===== src/rtl/fp_norm_round.sv =====
// fp_norm_round: post-add normalise / round-to-nearest-even / pack stage.
// Takes the raw 28-bit adder sum plus the larger operand's biased exponent and
// the result sign. Normalises one left shift per cycle, rounds, and packs an
// IEEE-754 single. valid/ready handshake on input and output.
// Ports:
//   clk, rst_n            clock (rising edge), async active-low reset
//   in_valid / in_ready   input handshake; in_ready high only while idle
//   sum_i                 [SUM_W-1]=carry, [SUM_W-2]=hidden, frac, then G,R,S
//   exp_i, sign_i         biased exponent of larger operand, result sign
//   out_valid / out_ready output handshake
//   result_o              {sign, exp, frac}
//   overflow_o            result saturated to infinity
//   zero_o                sum was exactly zero
module fp_norm_round #(
  parameter int unsigned EXP_W = 8,
  parameter int unsigned MAN_W = 23
) (
  input  logic                   clk,
  input  logic                   rst_n,
  input  logic                   in_valid,
  output logic                   in_ready,
  input  logic [MAN_W+4:0]       sum_i,
  input  logic [EXP_W-1:0]       exp_i,
  input  logic                   sign_i,
  output logic                   out_valid,
  input  logic                   out_ready,
  output logic [EXP_W+MAN_W:0]   result_o,
  output logic                   overflow_o,
  output logic                   zero_o
);

  localparam int unsigned SUM_W = MAN_W + 5;
  localparam int unsigned XE_W  = EXP_W + 1;
  localparam int unsigned RND_W = MAN_W + 2;
  localparam int unsigned RES_W = 1 + EXP_W + MAN_W;
  localparam logic [XE_W-1:0] EXP_MAX = {1'b0, {EXP_W{1'b1}}};

  typedef enum logic [1:0] {IDLE, NORM, ROUND, DONE} state_t;

  state_t            state;
  logic [SUM_W-1:0]  mant_q;
  logic [XE_W-1:0]   exp_q;
  logic              sign_q;

  logic              inc;
  logic [RND_W-1:0]  m_rnd;
  logic [XE_W-1:0]   e_rnd;
  logic [MAN_W-1:0]  frac_rnd;
  logic              ovf;
  logic              normalized;

  // Carry bit is always clear after capture; included so the hidden-bit test
  // covers the whole upper part of the register.
  assign normalized = mant_q[SUM_W-2] | mant_q[SUM_W-1];

  // Round-to-nearest-even on the normalised mantissa. A rounded value with
  // no hidden bit is a denormal (exp field 0); rounding into the hidden bit
  // gives exp field 1, which is exactly exp_q in the denormal case.
  always_comb begin
    inc      = mant_q[2] & (mant_q[1] | mant_q[0] | mant_q[3]);
    m_rnd    = {1'b0, mant_q[SUM_W-2:3]} + RND_W'(inc);
    e_rnd    = '0;
    frac_rnd = m_rnd[MAN_W-1:0];
    if (m_rnd[MAN_W+1]) begin
      e_rnd    = exp_q + XE_W'(1);
      frac_rnd = '0;
    end else if (m_rnd[MAN_W]) begin
      e_rnd = exp_q;
    end
    ovf = (e_rnd >= EXP_MAX);
  end

  // Control FSM and registered outputs.
  always_ff @(posedge clk or negedge rst_n) begin
    if (!rst_n) begin
      state      <= IDLE;
      in_ready   <= 1'b1;
      out_valid  <= 1'b0;
      result_o   <= '0;
      overflow_o <= 1'b0;
      zero_o     <= 1'b0;
      mant_q     <= '0;
      exp_q      <= '0;
      sign_q     <= 1'b0;
    end else begin
      case (state)
        IDLE: begin
          if (in_valid) begin
            in_ready   <= 1'b0;
            overflow_o <= 1'b0;
            zero_o     <= 1'b0;
            sign_q     <= sign_i;
            if (sum_i == '0) begin
              zero_o   <= 1'b1;
              result_o <= {sign_i, (RES_W-1)'(0)};
              state    <= DONE;
            end else if (sum_i[SUM_W-1]) begin
              // Carry out: shift right once, folding the lost bit into sticky.
              mant_q <= {1'b0, sum_i[SUM_W-1:2], sum_i[1] | sum_i[0]};
              exp_q  <= {1'b0, exp_i} + XE_W'(1);
              state  <= NORM;
            end else begin
              mant_q <= sum_i;
              exp_q  <= {1'b0, exp_i};
              state  <= NORM;
            end
          end
        end
        NORM: begin
          if (normalized || exp_q <= XE_W'(1)) begin
            state <= ROUND;
          end else begin
            mant_q <= {mant_q[SUM_W-2:0], 1'b0};
            exp_q  <= exp_q - XE_W'(1);
          end
        end
        ROUND: begin
          overflow_o <= ovf;
          if (ovf) begin
            result_o <= {sign_q, {EXP_W{1'b1}}, MAN_W'(0)};
          end else begin
            result_o <= {sign_q, e_rnd[EXP_W-1:0], frac_rnd};
          end
          state <= DONE;
        end
        DONE: begin
          if (!out_valid) begin
            out_valid <= 1'b1;
          end else if (out_ready) begin
            out_valid <= 1'b0;
            in_ready  <= 1'b1;
            state     <= IDLE;
          end
        end
        default: state <= IDLE;
      endcase
    end
  end

endmodule


===== config.mk =====
export PLATFORM = sky130hd
export DESIGN_NAME = fp_norm_round
export DESIGN_NICKNAME = d
export VERILOG_FILES = /design/src/rtl/fp_norm_round.sv
export SDC_FILE = /design/constraint.sdc
export NUM_CORES = 1
export LEC_CHECK = 0
export ABC_AREA = 1
export BUFFER_PORTS_ARGS = -buffer_cell sky130_fd_sc_hd__buf_2
export CAP_MARGIN = 20
export CORE_AREA = 3 3 154 81
export CTS_CLUSTER_SIZE = 30
export DETAILED_ROUTE_END_ITERATION = 7
export DIE_AREA = 0 0 157 84
export PLACE_DENSITY = 0.68
export SLEW_MARGIN = 20
export SYNTH_ARGS = -nofsm -noshare
export SYNTH_HDL_FRONTEND = slang
export SYNTH_SLANG_ARGS = --single-unit

===== constraint.sdc =====
create_clock -name clk -period 4.54 [get_ports clk]
set_clock_uncertainty 0.2 [all_clocks]
set_input_delay 0.681 -clock clk [delete_from_list [all_inputs] [get_ports clk]]
set_output_delay 0.681 -clock clk [all_outputs]
set_load 0.01 [all_outputs]

==> flow_metrics.env <==
export IMPL_status="finished clean"
export IMPL_antenna_found_initial=0
export IMPL_slew_violations=0
export IMPL_r2r_end="mant_q[3]"
export IMPL_synth_area_leaders="dfrtp_1 37%, nand2_1 14%, o21ai_0 7.1%"
export IMPL_cp_depth=11
export IMPL_crit_fanout=43
export IMPL_rows=27
export IMPL_clock_root_buffer="clkbuf_16"
export IMPL_port_buffer_count=76
export IMPL_core_um2=11000
export IMPL_grt_max_degree=77
export IMPL_wire_per_inst_um=15.1
export IMPL_dpl_cell_area_um2=5500
export IMPL_hold_class="flop to flop"
export IMPL_cts_sinks=76
export IMPL_cts_resized=0
export IMPL_final_cell_mix="188 x nand2_1, 83 x inv_1, 76 x buf_2"
export IMPL_synth_area_leader_cell="dfrtp_1"
export IMPL_cp_arrival_ns=3.52
export IMPL_timing_hold_ws_ns=0.272
export IMPL_cts_tree="yes"
export IMPL_finalWirelength_mm=13.9
export IMPL_reg2regPathDepth=11
export IMPL_setup_slack_ns=1.00
export IMPL_drt_iter0_drc=396
export IMPL_cts_buffer_depth=2
export IMPL_regToRegSetupSlack_ns=1.00
export IMPL_cts_made_buffers=9
export IMPL_clock_latency_ns=0.34
export IMPL_dp_hpwl_mm=10.4
export IMPL_rsz0062_at_grt="no"
export IMPL_nets=823
export IMPL_overflow=0
export IMPL_r2r_start="exp_q[1]"
export IMPL_peakVddDrop_uv=289
export IMPL_syn_num_nets=764
export IMPL_ys_types=36
export IMPL_grt_pass1_wl_mm=22.8
export IMPL_path_class="flop to flop"
export IMPL_antenna_left=0
export IMPL_crit_path_top_delay_cell="clkinv_1"
export IMPL_stdcell_area_um2=5790
export IMPL_die_y_um=84
export IMPL_syn_avg_cell_area_um2=7.09
export IMPL_final_common_cell="nand2_1"
export IMPL_start_util_pct=45.8
export IMPL_crit_chain="nor3_1 > nand2_1 > a21oi_1 > nand2_1 > nand4_1 > o21ai_0 > nand2_1 > buf_4 > clkinv_1 > o211ai_1 > o21ai_0"
export IMPL_area_growth_pct=14.4
export IMPL_clkTransAtPathRegs_ns=0.06
export IMPL_n_antenna_cell=0
export IMPL_routed_via_density=5.31
export IMPL_pwr_density_cell_nw_per_um2=632
export IMPL_cts_setup_buffers=0
export IMPL_power_leakage_nw=2.90
export IMPL_worst_setup_path_start_kind="flop"
export IMPL_track_usage_pct=21.7
export IMPL_num_vias=4900
export IMPL_path_buf_inv=2
export IMPL_setup_worst_path_end="mant_q[3]"
export IMPL_fin_crit_sh_pct=78.0
export IMPL_maxCapViolations=0
export IMPL_cp_top_family="buffers and inverters"
export IMPL_drive_above_1_share_pct=16.0
export IMPL_synth_cells=714
export IMPL_fin_crit_ns=3.54
export IMPL_worstPathRequired_ns=4.52
export IMPL_dr_pass1_iters=5
export IMPL_startpoint="exp_q[1]"
export IMPL_hold_viol=0
export IMPL_fin_cells=922
export IMPL_dieArea_um2=13200
export IMPL_post_route_drc_count=0
export IMPL_seq_area_frac_synth_pct=37.6
export IMPL_fmax_mhz=282
export IMPL_ios=77
export IMPL_pre_cts_ws_ns=1.36
export IMPL_max_slew_margin_pct=34.6
export IMPL_syn_area_um2=5060
export IMPL_place_inst=907
export IMPL_timing_critical_path_slowest_cell_delay_ns=0.83
export IMPL_die_w_um=157
export IMPL_place_congestion=0.892
export IMPL_setup_tns_ns=0
export IMPL_endpoint_kind="flop"
export IMPL_grt_pass1_vias=4419
export IMPL_cts_hold_buffers=0
export IMPL_tightest_slew_ns=0.980
export IMPL_h_tree_depth=3
export IMPL_synth_warnings=0
export IMPL_ys_ff_latch=76
export IMPL_synth_top_area_share_pct=37.1
export IMPL_finalSetupViolations=0
export IMPL_cpMostUsedCell="nand2_1"
registers in the layout (all words and copies together), names as in the netlist:
signal      flops
out_valid       1
in_ready        1
sign_q          1
overflow_o      1
zero_o          1
state           2
exp_q           9
result_o       32
mant_q         28
cell usage after synthesis:
| cell | instances |
|---|---|
| nand2_1 | 188 |
| inv_1 | 85 |
| dfrtp_1 | 75 |
| o21ai_0 | 72 |
| nor2_1 | 46 |
| nand3_1 | 45 |
| o211ai_1 | 41 |
| a21oi_1 | 25 |
| clkbuf_1 | 24 |
| nand4_1 | 24 |
| xor2_1 | 16 |
| nor3_1 | 10 |
| ha_1 | 9 |
| or2_2 | 6 |
| nand2_2 | 5 |
| buf_6 | 4 |
| nor4_1 | 4 |
| a31oi_1 | 3 |
| buf_2 | 3 |
| nand2_4 | 3 |
| nand3_2 | 3 |
| nor2_2 | 3 |
| a211oi_1 | 2 |
| clkinv_1 | 2 |
| inv_2 | 2 |
| nor2_4 | 2 |
| o31ai_1 | 2 |
| xnor2_1 | 2 |
| and3_1 | 1 |
| buf_1 | 1 |
| dfstp_2 | 1 |
| mux2_2 | 1 |
| nand3b_1 | 1 |
| nand4_2 | 1 |
| nor3_2 | 1 |
| o22ai_1 | 1 |
per-stage QoR:
stage | utilization, % | power [mW]
after global routing | 52.4 | 3.99
final | 52.4 | 3.66
after detailed placement | 49.8 | 2.92
after floorplan | - | 2.40
after global placement | 49.8 | 2.88
after CTS | 52.4 | 3.65
report_power, final:
| group | switching (mW) | internal (mW) | total (mW) |
|---|---|---|---|
| clock | 0.279 | 0.434 | 0.714 |
| combinational | 1.10 | 0.563 | 1.67 |
| sequential | 0.307 | 0.973 | 1.28 |
worst min-delay path by stage:
stage                     cells past startpoint  slack, ns         start      endpoint
after global placement                        2       0.26  result_o[28]  result_o[28]
after detailed placement                      2       0.26  result_o[27]  result_o[27]
after floorplan                               0       0.19         rst_n      exp_q[0]
after CTS                                     2       0.28  result_o[27]  result_o[27]
final                                         2       0.27  result_o[27]  result_o[27]
after global routing                          2       0.30  result_o[23]  result_o[23]
cell families after synthesis:
group	synth area share, %
buffers and inverters	9.64
adder cells (fa/ha/maj)	2.23
AO/OA/AOI/OAI	16.8
XOR/XNOR	3.12
multiplexers	0.223
flip-flops	37.6
AND/OR/NAND/NOR	30.4
worst min-delay path, stage by stage (launching register included):
cell and delay [ns]:
dfrtp_1 0.33, nand2_1 0.05, nand2_1 0.05
layout make-up:
| type | count | area, um^2 |
|---|---|---|
| clock buffer | 10 | 239 |
| clock inverter | 5 | 52.6 |
| fill | 1121 | 5260 |
| inverter | 89 | 334 |
| multi-input combinational | 517 | 2670 |
| sequential | 76 | 1900 |
| tap | 145 | 181 |
| timing repair buffer | 80 | 410 |
per-layer routing:
layer / vias to the layer above / track usage, % / wire length (um)
met2: 170 / 26.3 / 4880
li1: 2496 / - / -
met3: 12 / 5.39 / 1150
met4: 0 / 4.29 / 123
met1: 2222 / 36.7 / 7760
met5: - / 0 / 0
No activity file was read; power rests on OpenSTA's default activity.
